File: src/rtl/duc_dac_pkg.sv
// Shared types, widths and sine ROM for the DA2 sine generator.
package duc_dac_pkg;

   localparam int SAMPLE_W       = 8;
   localparam int DAC_WORD_W     = 16;
   localparam int DAC_DATA_W     = 12;
   localparam int SAMPLE_DIV_DEF = 64;
   localparam int LUT_AW_DEF     = 6;
   localparam int ROM_AW         = 6;

   typedef enum logic [1:0] {
      IDLE,
      SHIFT,
      DONE_ST
   } ser_state_t;

   // First quarter wave, round(127*sin(2*pi*k/64)) for k = 0..16.
   function automatic logic [6:0] sine_amp(input logic [4:0] k);
      logic [6:0] amp;
      case (k)
         5'd0:    amp = 7'd0;
         5'd1:    amp = 7'd12;
         5'd2:    amp = 7'd25;
         5'd3:    amp = 7'd37;
         5'd4:    amp = 7'd49;
         5'd5:    amp = 7'd60;
         5'd6:    amp = 7'd71;
         5'd7:    amp = 7'd81;
         5'd8:    amp = 7'd90;
         5'd9:    amp = 7'd98;
         5'd10:   amp = 7'd106;
         5'd11:   amp = 7'd112;
         5'd12:   amp = 7'd117;
         5'd13:   amp = 7'd122;
         5'd14:   amp = 7'd125;
         5'd15:   amp = 7'd126;
         default: amp = 7'd127;
      endcase
      return amp;
   endfunction

   // Full 64-entry table folded onto the quarter wave by symmetry.
   function automatic logic [SAMPLE_W-1:0] sine_lut(input logic [ROM_AW-1:0] addr);
      logic [4:0] r;
      logic [4:0] f;
      logic [6:0] amp;
      r   = addr[4:0];
      f   = r[4] ? 5'(6'd32 - {1'b0, r}) : r;
      amp = sine_amp(f);
      return addr[5] ? (8'd128 - {1'b0, amp}) : (8'd128 + {1'b0, amp});
   endfunction

endpackage

File: src/rtl/duc_dac_sine_if.sv
// Sample output and Pmod DA2 connector signals of the sine generator.
interface duc_dac_sine_if;
   import duc_dac_pkg::*;

   logic [SAMPLE_W-1:0] phase;
   logic                D1;
   logic                D2;
   logic                CLK_OUT;
   logic                nSYNC;
   logic                DONE;

   modport master (
      output phase,
      output D1,
      output D2,
      output CLK_OUT,
      output nSYNC,
      output DONE
   );

   modport slave (
      input phase,
      input D1,
      input D2,
      input CLK_OUT,
      input nSYNC,
      input DONE
   );
endinterface

File: src/rtl/duc_dac_sine_serializer.sv
// Pmod DA2 (dual DAC121S101) frame serializer: 16 bits per channel, SCLK = clk_in/2.
//   state   | meaning
//   IDLE    | nSYNC high, CLK_OUT high, waiting for start
//   SHIFT   | nSYNC low, 16 SCLK periods, data changes on SCLK rising edge
//   DONE_ST | nSYNC back high, one-cycle DONE pulse
module da2_serializer
   import duc_dac_pkg::*;
(
   input  logic                  clk_in,
   input  logic                  rst,
   input  logic                  start,
   input  logic [DAC_DATA_W-1:0] data_a,
   input  logic [DAC_DATA_W-1:0] data_b,
   output logic                  D1,
   output logic                  D2,
   output logic                  CLK_OUT,
   output logic                  nSYNC,
   output logic                  DONE
);

   ser_state_t  state, state_nx;
   logic [14:0] sh_a, sh_a_nx;
   logic [14:0] sh_b, sh_b_nx;
   logic [4:0]  bit_cnt, bit_cnt_nx;
   logic        d1_nx, d2_nx, sclk_nx, nsync_nx, done_nx;

   logic [DAC_WORD_W-1:0] word_a;
   logic [DAC_WORD_W-1:0] word_b;

   assign word_a = {4'b0000, data_a};
   assign word_b = {4'b0000, data_b};

   always_ff @(posedge clk_in or negedge rst) begin
      if (!rst) begin
         state   <= IDLE;
         sh_a    <= '0;
         sh_b    <= '0;
         bit_cnt <= '0;
         D1      <= 1'b0;
         D2      <= 1'b0;
         CLK_OUT <= 1'b1;
         nSYNC   <= 1'b1;
         DONE    <= 1'b0;
      end else begin
         state   <= state_nx;
         sh_a    <= sh_a_nx;
         sh_b    <= sh_b_nx;
         bit_cnt <= bit_cnt_nx;
         D1      <= d1_nx;
         D2      <= d2_nx;
         CLK_OUT <= sclk_nx;
         nSYNC   <= nsync_nx;
         DONE    <= done_nx;
      end
   end

   always_comb begin
      state_nx   = state;
      sh_a_nx    = sh_a;
      sh_b_nx    = sh_b;
      bit_cnt_nx = bit_cnt;
      d1_nx      = D1;
      d2_nx      = D2;
      sclk_nx    = CLK_OUT;
      nsync_nx   = nSYNC;
      done_nx    = 1'b0;

      case (state)
         IDLE: begin
            if (start) begin
               state_nx   = SHIFT;
               sh_a_nx    = word_a[14:0];
               sh_b_nx    = word_b[14:0];
               d1_nx      = word_a[15];
               d2_nx      = word_b[15];
               bit_cnt_nx = '0;
               sclk_nx    = 1'b1;
               nsync_nx   = 1'b0;
            end
         end
         SHIFT: begin
            bit_cnt_nx = bit_cnt + 5'd1;
            // Cycle 31 is the rising edge after the 16th falling edge.
            if (bit_cnt == 5'd31) begin
               state_nx = DONE_ST;
               sclk_nx  = 1'b1;
               nsync_nx = 1'b1;
               d1_nx    = 1'b0;
               d2_nx    = 1'b0;
               done_nx  = 1'b1;
            end else begin
               sclk_nx = ~CLK_OUT;
               if (!CLK_OUT) begin
                  d1_nx   = sh_a[14];
                  d2_nx   = sh_b[14];
                  sh_a_nx = {sh_a[13:0], 1'b0};
                  sh_b_nx = {sh_b[13:0], 1'b0};
               end
            end
         end
         DONE_ST: begin
            state_nx = IDLE;
         end
         default: begin
            state_nx = IDLE;
         end
      endcase
   end

endmodule

File: src/rtl/duc_dac_sine.sv
// Sine sample generator driving channel A of a Pmod DA2; channel B is held at zero.
module duc_dac_sine
   import duc_dac_pkg::*;
#(
   parameter int SAMPLE_DIV = SAMPLE_DIV_DEF,
   parameter int LUT_AW     = LUT_AW_DEF
) (
   input  logic    clk_in,
   input  logic    rst,
   duc_dac_sine_if.master da2
);

   localparam int CNT_W     = $clog2(SAMPLE_DIV);
   localparam int ROM_SHIFT = ROM_AW - LUT_AW;

   logic [CNT_W-1:0]    cnt;
   logic                tick;
   logic                start;
   logic [LUT_AW-1:0]   idx;
   logic [LUT_AW-1:0]   idx_nx;
   logic [ROM_AW-1:0]   rom_addr;
   logic [SAMPLE_W-1:0] phase_q;
   logic [DAC_DATA_W-1:0] data_a;
   logic [DAC_DATA_W-1:0] data_b;

   assign tick   = (cnt == CNT_W'(SAMPLE_DIV - 1));
   assign idx_nx = idx + 1'b1;
   // Shorter tables step through the 64-entry ROM with a coarser stride.
   assign rom_addr = ROM_AW'(idx_nx) << ROM_SHIFT;

   always_ff @(posedge clk_in or negedge rst) begin
      if (!rst) begin
         cnt     <= '0;
         idx     <= '0;
         phase_q <= 8'd128;
         start   <= 1'b0;
      end else begin
         start <= tick;
         if (tick) begin
            cnt     <= '0;
            idx     <= idx_nx;
            phase_q <= sine_lut(rom_addr);
         end else begin
            cnt <= cnt + 1'b1;
         end
      end
   end

   assign data_a    = {1'b0, phase_q, 3'b000};
   assign data_b    = '0;
   assign da2.phase = phase_q;

   da2_serializer u_ser (
      .clk_in  (clk_in),
      .rst     (rst),
      .start   (start),
      .data_a  (data_a),
      .data_b  (data_b),
      .D1      (da2.D1),
      .D2      (da2.D2),
      .CLK_OUT (da2.CLK_OUT),
      .nSYNC   (da2.nSYNC),
      .DONE    (da2.DONE)
   );

endmodule

File: src/flat_wrapper.sv
// flat-port wrapper written by rule: the top's interface ports become plain ports
module duc_dac_sine_flat import duc_dac_pkg::*;
#(
   parameter int SAMPLE_DIV = SAMPLE_DIV_DEF,
   parameter int LUT_AW     = LUT_AW_DEF
)
  (clk_in, rst, da2_phase, da2_D1, da2_D2, da2_CLK_OUT, da2_nSYNC, da2_DONE);
  duc_dac_sine_if da2_i ();
  input  logic clk_in;
  input  logic rst;
  output wire logic [$bits(da2_i.phase)-1:0] da2_phase;
  output wire logic [$bits(da2_i.D1)-1:0] da2_D1;
  output wire logic [$bits(da2_i.D2)-1:0] da2_D2;
  output wire logic [$bits(da2_i.CLK_OUT)-1:0] da2_CLK_OUT;
  output wire logic [$bits(da2_i.nSYNC)-1:0] da2_nSYNC;
  output wire logic [$bits(da2_i.DONE)-1:0] da2_DONE;
  assign da2_phase = da2_i.phase;
  assign da2_D1 = da2_i.D1;
  assign da2_D2 = da2_i.D2;
  assign da2_CLK_OUT = da2_i.CLK_OUT;
  assign da2_nSYNC = da2_i.nSYNC;
  assign da2_DONE = da2_i.DONE;
  duc_dac_sine #(.SAMPLE_DIV(SAMPLE_DIV), .LUT_AW(LUT_AW)) u_core (.clk_in(clk_in), .rst(rst), .da2(da2_i));
endmodule
File: config.mk
export PLATFORM = sky130hd
export DESIGN_NAME = duc_dac_sine_flat
export DESIGN_NICKNAME = d
export VERILOG_FILES = /design/src/rtl/duc_dac_pkg.sv /design/src/rtl/duc_dac_sine_if.sv /design/src/rtl/duc_dac_sine_serializer.sv /design/src/rtl/duc_dac_sine.sv /design/src/flat_wrapper.sv
export SDC_FILE = /design/constraint.sdc
export NUM_CORES = 1
export LEC_CHECK = 0
export BUFFER_PORTS_ARGS = -buffer_cell sky130_fd_sc_hd__clkbuf_2
export CORE_ASPECT_RATIO = 0.75
export CORE_MARGIN = 1.5
export CORE_UTILIZATION = 40
export CTS_CLUSTER_DIAMETER = 200
export DETAILED_ROUTE_END_ITERATION = 12
export PLACE_DENSITY = 0.6
export SETUP_SLACK_MARGIN = 0.4
export SKIP_LAST_GASP = 1
export SYNTH_ARGS = -nofsm -noshare
export SYNTH_HDL_FRONTEND = slang
export SYNTH_SLANG_ARGS = --single-unit
File: constraint.sdc
create_clock -name clk_in -period 6.5 [get_ports clk_in]
set_input_delay 0.325 -clock clk_in [delete_from_list [all_inputs] [get_ports clk_in]]
set_output_delay 0.325 -clock clk_in [all_outputs]
set_load 0.1 [all_outputs]
* Word level (Yosys, flattened, before mapping) *
Memory sizes are Yosys's and may differ from the RTL's.
Index checks and enable logic that the tools add are counted.

operators by class
  add/subtract/negate cells = 6
  equality and inequality tests = 8
  muxes and demuxes = 32
  bitwise operators = 1
  reduce and logical (&&, ||, !) cells = 7

operators by type and width
  kind                                              number
  two-way mux 15 bit                                6
  case mux 15 bit (2 select lines)                  2
  two-way mux 7 bit                                 2
  adder 6 x 1 -> 6 bit (second input constant)      2
  two-way mux 1 bit                                 10
  two-way mux 5 bit                                 2
  case mux 5 bit (2 select lines)                   1
  adder 8 x 7 -> 8 bit (first input constant)       1
  two-way mux 8 bit                                 1
  case mux 1 bit (2 select lines)                   4
  subtractor 8 x 7 -> 8 bit (first input constant)  1
  == test 6 bit (second input constant)             1
  two-way mux 6 bit                                 1
  != test 2 bit (second input constant)             3
  AND reduction 3 bit                               2
  adder 5 x 1 -> 5 bit (second input constant)      1
  == test 5 bit (second input constant)             1
  subtractor 1 x 5 -> 5 bit (first input constant)  1
  two-way mux 2 bit                                 2
  case mux 2 bit (2 select lines)                   1
  AND reduction 2 bit                               2
  AND reduction 4 bit                               1
  != test 3 bit (second input constant)             1
  == test 2 x 1 -> 1 bit (second input constant)    1
  4 further kinds                                   4

storage, ports and cells
  flip-flop bits (word level) = 63
  memory bits (read-only) = 112
  output and inout port bits = 13
  memories kept = 1

memory list
  name             words  width  read ports  clocked after memory_dff  write ports  RTL line           text
  (no name shown)  16     7      1           0                         0            duc_dac_pkg.sv:20  case (k)

* Longest topological paths before layout *
Gate-level depths: netlist (run 1).
An unclocked memory read counts as a cell.

  depth after elaboration = 8
  depth in mapped cells = 16

* Cells and area by module *
Synthesis (run 1) repeated with hierarchy kept, for this count alone.

unflattened totals
  cells, all modules = 337
  area total of the unflattened synthesis = 3713.6 µm²

by module, submodules not included
  module          times used  cells an instance  area an instance (µm²)
  da2_serializer  1           138                2045.7
  duc_dac_sine    1           199                1667.8

* Worst setup path before layout (run 1) *
OpenSTA, ideal clock, no wires.

  path kind = flip-flop to flip-flop
  start point = reg u_core.idx[2]
  end point = reg u_core.phase_q[6] (netlist: u_core.da2.phase[6])
  setup time = 134 ps
  arrival = 2803 ps
  data required time = 6366 ps
  slack = 3562 ps
  cell stages (with the launch flop) = 17
  buffers on the path = 2
  cells stage by stage = dfrtp_1 -> buf_2 -> buf_1 -> nand3_1 -> xor2_1 -> nor2_1 -> xnor2_1 -> ha_1 -> nor2_1 -> nand3b_1 -> mux2_4 -> inv_1 -> ha_1 -> inv_1 -> o31ai_1 -> xnor2_1 -> o21ai_0

on the way
  word-level cells in the longest chain between the ends = 8

ends and longest elaborated chain
  what                                                               RTL line            text
  start, declared                                                    duc_dac_sine.sv:19  logic [LUT_AW-1:0] idx;
  start signal, assigned                                             duc_dac_sine.sv:41  idx <= idx_nx;
  adder 6 x 1 -> 6 bit (*)                                           duc_dac_sine.sv:27  assign idx_nx = idx + 1'b1;
  subtractor 1 x 5 -> 5 bit                                          duc_dac_pkg.sv:48   f = r[4] ? 5'(6'd32 - {1'b0, r}) : r;
  two-way mux 5 bit                                                  duc_dac_pkg.sv:48
  memory read (16 x 7 bit)                                           --
  two-way mux 7 bit                                                  duc_dac_pkg.sv:20
  two-way mux 7 bit                                                  duc_dac_sine.sv:39  if (tick) begin
  adder 8 x 7 -> 8 bit or subtractor 8 x 7 -> 8 bit (tied branches)  duc_dac_pkg.sv:50   return addr[5] ? (8'd128 - {1'b0, amp}) : (8'd128 + {1'b0, amp});
  two-way mux 8 bit (*)                                              duc_dac_pkg.sv:50
  end signal, assigned                                               duc_dac_sine.sv:42  phase_q <= sine_lut(rom_addr);
  end, declared                                                      duc_dac_sine.sv:22  logic [SAMPLE_W-1:0] phase_q;

Every way passes the cells marked *; elsewhere a longest branch is shown, timed or not. The select of a mux whose other input is x is not followed.
A chain may end at the register's enable or synchronous reset.

* Final worst setup path (run 1) *
  start point = reg u_core.idx[0]
  end point = reg u_core.phase_q[6] (netlist: u_core.da2.phase[6])

Same word-level chain as after synthesis.

==> reports/metrics.yaml, run 1 <==
placed_area_sq_um: 2760
worst_pin_slew_ns: 0.838
clockRootBuffer: "clkbuf_8"
clock_sinks: 44
worstSetupPathType: "flop to flop"
endpoint_kind: "flop"
clock_power_share_pct: 37.7
swShare_pct: 22.8
rrSetupSlack_ns: 2.83
setup.worst_path.start_class: "flop"
ys_seq_area_share_pct: 41.6
drt_first_iter_violations: 88
dpl.cell_count: 376
final_nets: 315
cts_setup_buffers: 0
via_count: 2092
die_h_um: 73.6
grt_pass1_wl_mm: 9.31
r2r_start: "u_core.idx[0]"
ant_nets: 0
coreArea_sq_um: 6350
fin_area_sq_um: 2840
yosys_warnings: 0
reg2reg_depth: 15
p_sw_mw: 0.103
rr_endpoint: "u_core.da2.phase[6]"
period_share_pct: 56.4
status: "finished, final reports clean"
hold_ws_ns: 0.0969
relSlewSlack_pct: 44.0
rsz0062_at_grt: "false"
p_leak_nw: 1.27
hp-class: "primary input to async pin"
synth.avg_cell_area_sq_um: 9.04
ys_ff_latch: 44
htree_levels: 2
powerDensity_nw_per_um2: 159
pwr-share-seq_pct: 60.4
fillers: 638
n_antenna_cell: 0
grt_antenna_before_repair: 0
worstPathArrival_ns: 3.81
tns_ns: 0
insertion_delay_ns: 0.30
cts_hold_buf: 0
dpl.hpwl_mm: 3.88
worstPathMaxFanout: 18
hold_viol: 0
clock_path_buffers: 2
final_max_slew_viol_count: 0
setup_viol: 0
seq_area_sq_um: 1100
synth-edff-count: 0
synthesis.instances: 294
io_pins: 15
grt_use_total_pct: 16.2
routedWlPerCell_um: 14.2
tritoncts: "yes"
wirelength_mm: 5.47
start_util_pct: 41.9
drv_cap: 0
intPower_mw: 0.349
fmax_mhz: 273
combPwrFrac_pct: 1.9
die_x_um: 97.1
final_cell_count_no_fill: 384
grt_max_degree: 45
drc: 0
mappedNetlistArea_sq_um: 2660
die_area_sq_um: 7150
finClkSkew_ns: 0.00921
port_buffers: 13
drt-pass1-iter-count: 4
area_growth_pct: 6.92
synth_cell_types: 53
synth_nets: 307
vdd.ir_drop.worst_v: 0.0000851
clkSlewWorstSetupHoldPaths_ns: 0.09
grt.overflow.total: 0
multi_input_area_sq_um: 1440
cts_buffers: 5
drive_gt1_share_pct: 12.2
ys_async_sr_fraction_pct: 100
cts_resized: 0
rows: 25
gp_congestion: 0.866
ys.flop_type: "dfrtp_1"
min_period_ns: 3.67
viasPerCell: 5.45
first_global_vias: 1880
required_ns: 6.65
-- cells in the final DEF (no fill, tap or decap), types with 3 or more instances in the layout --
cell,instances
clkbuf_2,13
and3_1,3
o21ai_0,20
xor2_1,8
mux2i_1,5
nor2_1,29
and2_1,4
xnor2_1,13
inv_1,10
dfstp_2,3
o21ai_1,3
a21oi_1,7
mux2_2,3
nand3_1,10
nor2b_1,5
ha_1,11
a22o_1,8
dfrtp_1,41
a211oi_1,3
o31ai_1,3
nor3_1,7
nand2_1,44
clkbuf_8,5
a31oi_1,11
-- through the flow --
step           setup slack (ns)  util [%]  total power [mW]
2_1_floorplan              3.56         -             0.282
3_3_place_gp               3.11      43.4             0.288
3_5_place_dp               2.90      43.4             0.288
4_1_cts                    2.86      44.8             0.459
5_1_grt                    2.53      44.8             0.473
6_report                   2.83      44.8             0.453
-- metal layers --
metal  share of wire [%]  routed length (um)  global-route usage, %  vias to the layer above
met1                  54                2970                   25.1                     1000
li1                    -                   -                      -                     1036
met3                 4.6                 253                   3.43                        8
met2                  40                2190                   23.2                       48
met4                0.97                  53                   3.38                        0
met5                   0                   0                      0                        -
-- layout make-up --
| class | count | share of cell area (%) |
|---|---|---|
| Inverter | 11 | 1.45 |
| Clock buffer | 6 | 2.55 |
| Timing Repair Buffer | 14 | 2.55 |
| Tap cell | 81 | 3.57 |
| Multi-Input combinational cell | 226 | 50.6 |
| Clock inverter | 2 | 0.440 |
| Sequential cell | 44 | 38.9 |
-- sequential cells by signal (all words and copies together) (netlist names) --
| register | cells |
|---|---|
| u_core.u_ser.CLK_OUT | 1 |
| u_core.start | 1 |
| u_core.u_ser.DONE | 1 |
| u_core.u_ser.nSYNC | 1 |
| u_core.u_ser.bit_cnt | 5 |
| u_core.cnt | 6 |
| u_core.da2.phase | 8 |
| u_core.u_ser.sh_a | 12 |
| u_core.idx | 6 |
| u_core.u_ser.D1 | 1 |
| u_core.u_ser.state | 2 |
-- how the worst max path moves through the flow --
| stage | from | to | cells past startpoint |
|---|---|---|---|
| global route | u_core.idx[0] | u_core.da2.phase[6] | 15 |
| finish | u_core.idx[0] | u_core.da2.phase[6] | 15 |
| CTS | u_core.idx[0] | u_core.da2.phase[6] | 15 |
| detailed placement | u_core.idx[0] | u_core.da2.phase[6] | 15 |
| floorplan | u_core.idx[2] | u_core.da2.phase[6] | 16 |
| global placement | u_core.idx[0] | u_core.da2.phase[6] | 15 |
-- cell usage after synthesis, drive strengths merged (9+ instances only) --
master  instances  share of area [%]
a31oi          11                2.6
dfrtp          41                 39
ha             11                5.2
inv            10                1.4
nand2          44                6.2
nand3          10                1.9
nor2           30                4.3
o21ai          23                4.3
xnor2          13                4.3
xor2            9                3.2
-- cells by family (layout without fill, tap and decap cells) --
| logic type | Yosys count | after routing | share of synthesized area (%) |
|---|---|---|---|
| other cells | 1 | 1 | 0.141 |
| buf+inv | 24 | 33 | 4.38 |
| fa+ha+maj | 11 | 11 | 5.18 |
| compound gates | 69 | 69 | 17.7 |
| simple gates | 114 | 114 | 19.8 |
| mux | 9 | 9 | 3.72 |
| xor+xnor | 22 | 22 | 7.53 |
| flops | 44 | 44 | 41.6 |
-- power groups by stage --
stage | Combinational, mW | Clock, mW | Sequential [mW]
finish | 0.00845 | 0.171 | 0.274
global route | 0.00992 | 0.190 | 0.274
CTS | 0.00901 | 0.177 | 0.274
detailed placement | 0.00899 | 0 | 0.279
global placement | 0.00896 | 0 | 0.279
floorplan | 0.00297 | 0 | 0.279
-- worst max-delay path, stage by stage, from the launching register on --
cell      delay (ns)
dfrtp_1         0.70
ha_1            0.48
nand3_1         0.20
xor2_1          0.19
nor2_1          0.20
xnor2_1         0.15
ha_1            0.16
nor2_1          0.05
nand3b_1        0.20
mux2_4          0.30
inv_1           0.08
ha_1            0.21
inv_1           0.05
o31ai_1         0.30
xnor2_1         0.15
o21ai_0         0.08
No activity file was read; power rests on OpenSTA's default activity.
==> run 2: changes to the inputs <==
ABC_AREA = 1   (was default)
PLACE_DENSITY = 0.62   (was 0.6)
clock period = 3.2 ns   (was 6.5 ns; I/O delays follow)
==> reports/metrics.yaml, run 2 <==
status: "finished, final reports clean"
via_count: 2012  # -3.8%
die_h_um: 71.3  # -3.2%
dpl.hpwl_mm: 3.58  # -7.7%
start_util_pct: 42.0  # +0.13 points
coreArea_sq_um: 5920  # -6.8%
grt_use_total_pct: 15.5  # -0.71 points
relSlewSlack_pct: 29.6  # -14 points
min_period_ns: 2.59  # -1.08 ns
grtUsageMet3_pct: 3.29  # -0.13 points
grt_max_degree: 45  # unchanged
required_ns: 3.43  # -3.22 ns
synthesis.instances: 318  # +8.2%
powerDensity_nw_per_um2: 321  # +100%
grt_pass1_wl_mm: 8.28  # -11%
final_cell_count_no_fill: 419  # +9.1%
netlist_top_cells_area: "dfrtp_1, nand2_1, inv_1"
busiest_layer: "met1"
tritoncts: "yes"
r2r_start: "u_core.idx[1]"
synth_cell_types: 31  # -42%
critPathBufInv: 5  # +3
worst_pin_slew_ns: 1.06  # +0.219 ns
dpl.cell_count: 402  # +6.9%
cp_slowest_stage_delay_ns: 0.46  # -0.24 ns
rows: 24  # -4.0%
synth_top_area_share_pct: 41.3  # +2.7 points
grt_util_met2_pct: 21.3  # -2.0 points
grt.overflow.total: 0  # unchanged
htree_levels: 2  # unchanged
die_x_um: 94.0  # -3.2%
synth.avg_cell_area_sq_um: 7.81  # -14%
yosysMostFrequentCell: "nand2_1"
use_met1_pct: 25.1  # about the same
rsz0062_at_grt: "false"
synthTopCellsByCount: "nand2_1, inv_1, dfrtp_1"
setup.worst_path.start_class: "flop"
grt_antenna_before_repair: 0  # unchanged
clkSlewWorstSetupHoldPaths_ns: 0.09  # about the same
clockRootBuffer: "clkbuf_8"
path_delay_family: "simple AND/OR/NAND/NOR gates"
drt-pass1-iter-count: 4  # unchanged
drv_cap: 0  # unchanged
hold_ws_ns: 0.0379  # -0.0590 ns
vdd.ir_drop.worst_v: 0.000254  # +200%
first_global_vias: 1796  # -4.5%
hp-class: "primary input to async pin"
final_nets: 353  # +12%
ant_nets: 0  # unchanged
final_max_slew_viol_count: 0  # unchanged
synth_area_leader_cell: "dfrtp_1"
largest_reg_flops: 12  # unchanged
tns_ns: 0  # unchanged
final_common_cell: "nand2_1"
ys_ff_latch: 44  # unchanged
p_leak_nw: 1.44  # +13%
worstSetupPathType: "flop to flop"
drt_first_iter_violations: 78  # -11%
period_share_pct: 80.9  # +25 points
rrSetupSlack_ns: 0.61  # -2.22 ns
clock_sinks: 44  # unchanged
worstPathMaxFanout: 5  # -13
finClkSkew_ns: 0.0123  # +0.00310 ns
routedWlPerCell_um: 11.6  # -18%
yosys_warnings: 0  # unchanged
clock_path_buffers: 2  # unchanged
regMostFlops: "u_core.u_ser.sh_a"
mappedNetlistArea_sq_um: 2480  # -6.5%
crit_slowest_cell: "dfrtp_2"
endpoint_kind: "flop"
area_growth_pct: 13.1
setup_viol: 0  # unchanged
worstPathArrival_ns: 2.82  # -0.99 ns
drc: 0  # unchanged
hold_viol: 0  # unchanged
port_buffers: 13  # unchanged
fmax_mhz: 386  # +42%
ys.flop_type: "dfrtp_1"
preCtsSetupSlack_ns: 0.327  # -2.57 ns
io_pins: 15  # unchanged
synth-edff-count: 0  # unchanged
cts_buffers: 5  # unchanged
viasPerCell: 4.80  # -12%
gp_congestion: 0.870  # +0.44%
crit_top_cell: "nand2_1"
drive_gt1_share_pct: 18.8  # +6.6 points
synth_nets: 331  # +7.8%
wirelength_mm: 4.88  # -11%
rr_endpoint: "u_core.da2.phase[4]"
insertion_delay_ns: 0.29  # about the same
setup_ws_ns: 0.610  # -2.22 ns
n_antenna_cell: 0  # unchanged
ys_async_sr_fraction_pct: 100  # unchanged
reg2reg_depth: 22  # +7
die_area_sq_um: 6700  # -6.3%
worstPathCellList: "inv_4, ha_4, nand2_1, inv_1, nor2_1, nand3_1, nand2_2, inv_1, ha_1, nand3b_1, nand2_1, nand2_1, nand3_2, inv_1, ha_1, inv_2, nor2_2, nand2_1, nand2_2, nand3_2, nand3_1, nand2_1"
ys_seq_area_share_pct: 44.5  # +2.9 points
mostFrequentLayoutCells: "nand2_1, inv_1, dfrtp_1, nand3_1, o21ai_0"
[run 2: cell types whose count changed in the layout (fill, tap and decap cells not counted), sizes merged, moves of 7 or more]
cell / before / now
a22o: 8 / 1
a31oi: 11 / 0
buf: 1 / 10
inv: 10 / 51
nand2: 44 / 92
nand3: 10 / 30
nor2: 30 / 22
xnor2: 13 / 1
[run 2: logic make-up (layout without fill, tap and decap cells)]
family                     after synthesis  in the layout  synth area share [%]
and+or+nand+nor                        154            154                  28.3
buffers and inverters                   60             83                  9.52
DFF                                     44             44                  44.5
AOI/OAI and AO/OA                       42             42                  9.92
adders and majority gates               11             11                  5.54
xor gates and xnor gates                 6              6                  2.11
other                                    1              1                 0.151
[run 2: layout make-up]
| cell class | instances | area [sq um] |
|---|---|---|
| inverters | 52 | 198 |
| multi-input cells | 214 | 1190 |
| clock buffers | 7 | 76.3 |
| clock inverters | 1 | 5.00 |
| well taps | 78 | 97.6 |
| flip-flops and latches | 44 | 1110 |
| repair buffers | 23 | 140 |
| fillers | 580 | 3110 |
[run 2: worst max-delay path by stage]
stage | cells after the start | end | start | slack, ns
5_1_grt | 22 | u_core.da2.phase[4] | u_core.idx[1] | 0.35
2_1_floorplan | 21 | u_core.da2.phase[6] | u_core.idx[1] | 0.75
3_5_place_dp | 19 | u_core.da2.phase[6] | u_core.idx[0] | 0.33
4_1_cts | 20 | u_core.da2.phase[6] | u_core.idx[0] | 0.44
3_3_place_gp | 19 | u_core.da2.phase[6] | u_core.idx[0] | 0.50
6_report | 22 | u_core.da2.phase[4] | u_core.idx[1] | 0.61
[run 2: power breakdown]
| group | total (mW) | internal [mW] | switching (mW) |
|---|---|---|---|
| Clock | 0.330 | 0.153 | 0.176 |
| Combinational | 0.0155 | 0.000395 | 0.0151 |
| Sequential | 0.556 | 0.556 | 0 |
[run 2: timing repair]
action | CTS | global route
setup buffers | 0 | 9
pin swaps | 0 | 5
gates resized for setup | 2 | 11
setup endpoints to repair | 3 | 6
hold buffers | 0 | 0
[run 2: per-stage QoR]
stage | cell area, sq um | power, mW | utilization, %
after global routing | 2810 | 0.944 | 47.5
after floorplan | 2480 | 0.573 | -
after global placement | 2610 | 0.583 | 44.2
final | 2810 | 0.901 | 47.5
after CTS | 2700 | 0.916 | 45.6
after detailed placement | 2610 | 0.583 | 44.2
[run 2: metal layers]
metal	routed length [um]	up-vias	part of all wire, %
met4	29	0	0.59
met5	0	-	0
met2	1990	27	41
met3	170	2	3.5
met1	2690	919	55
li1	-	1064	-
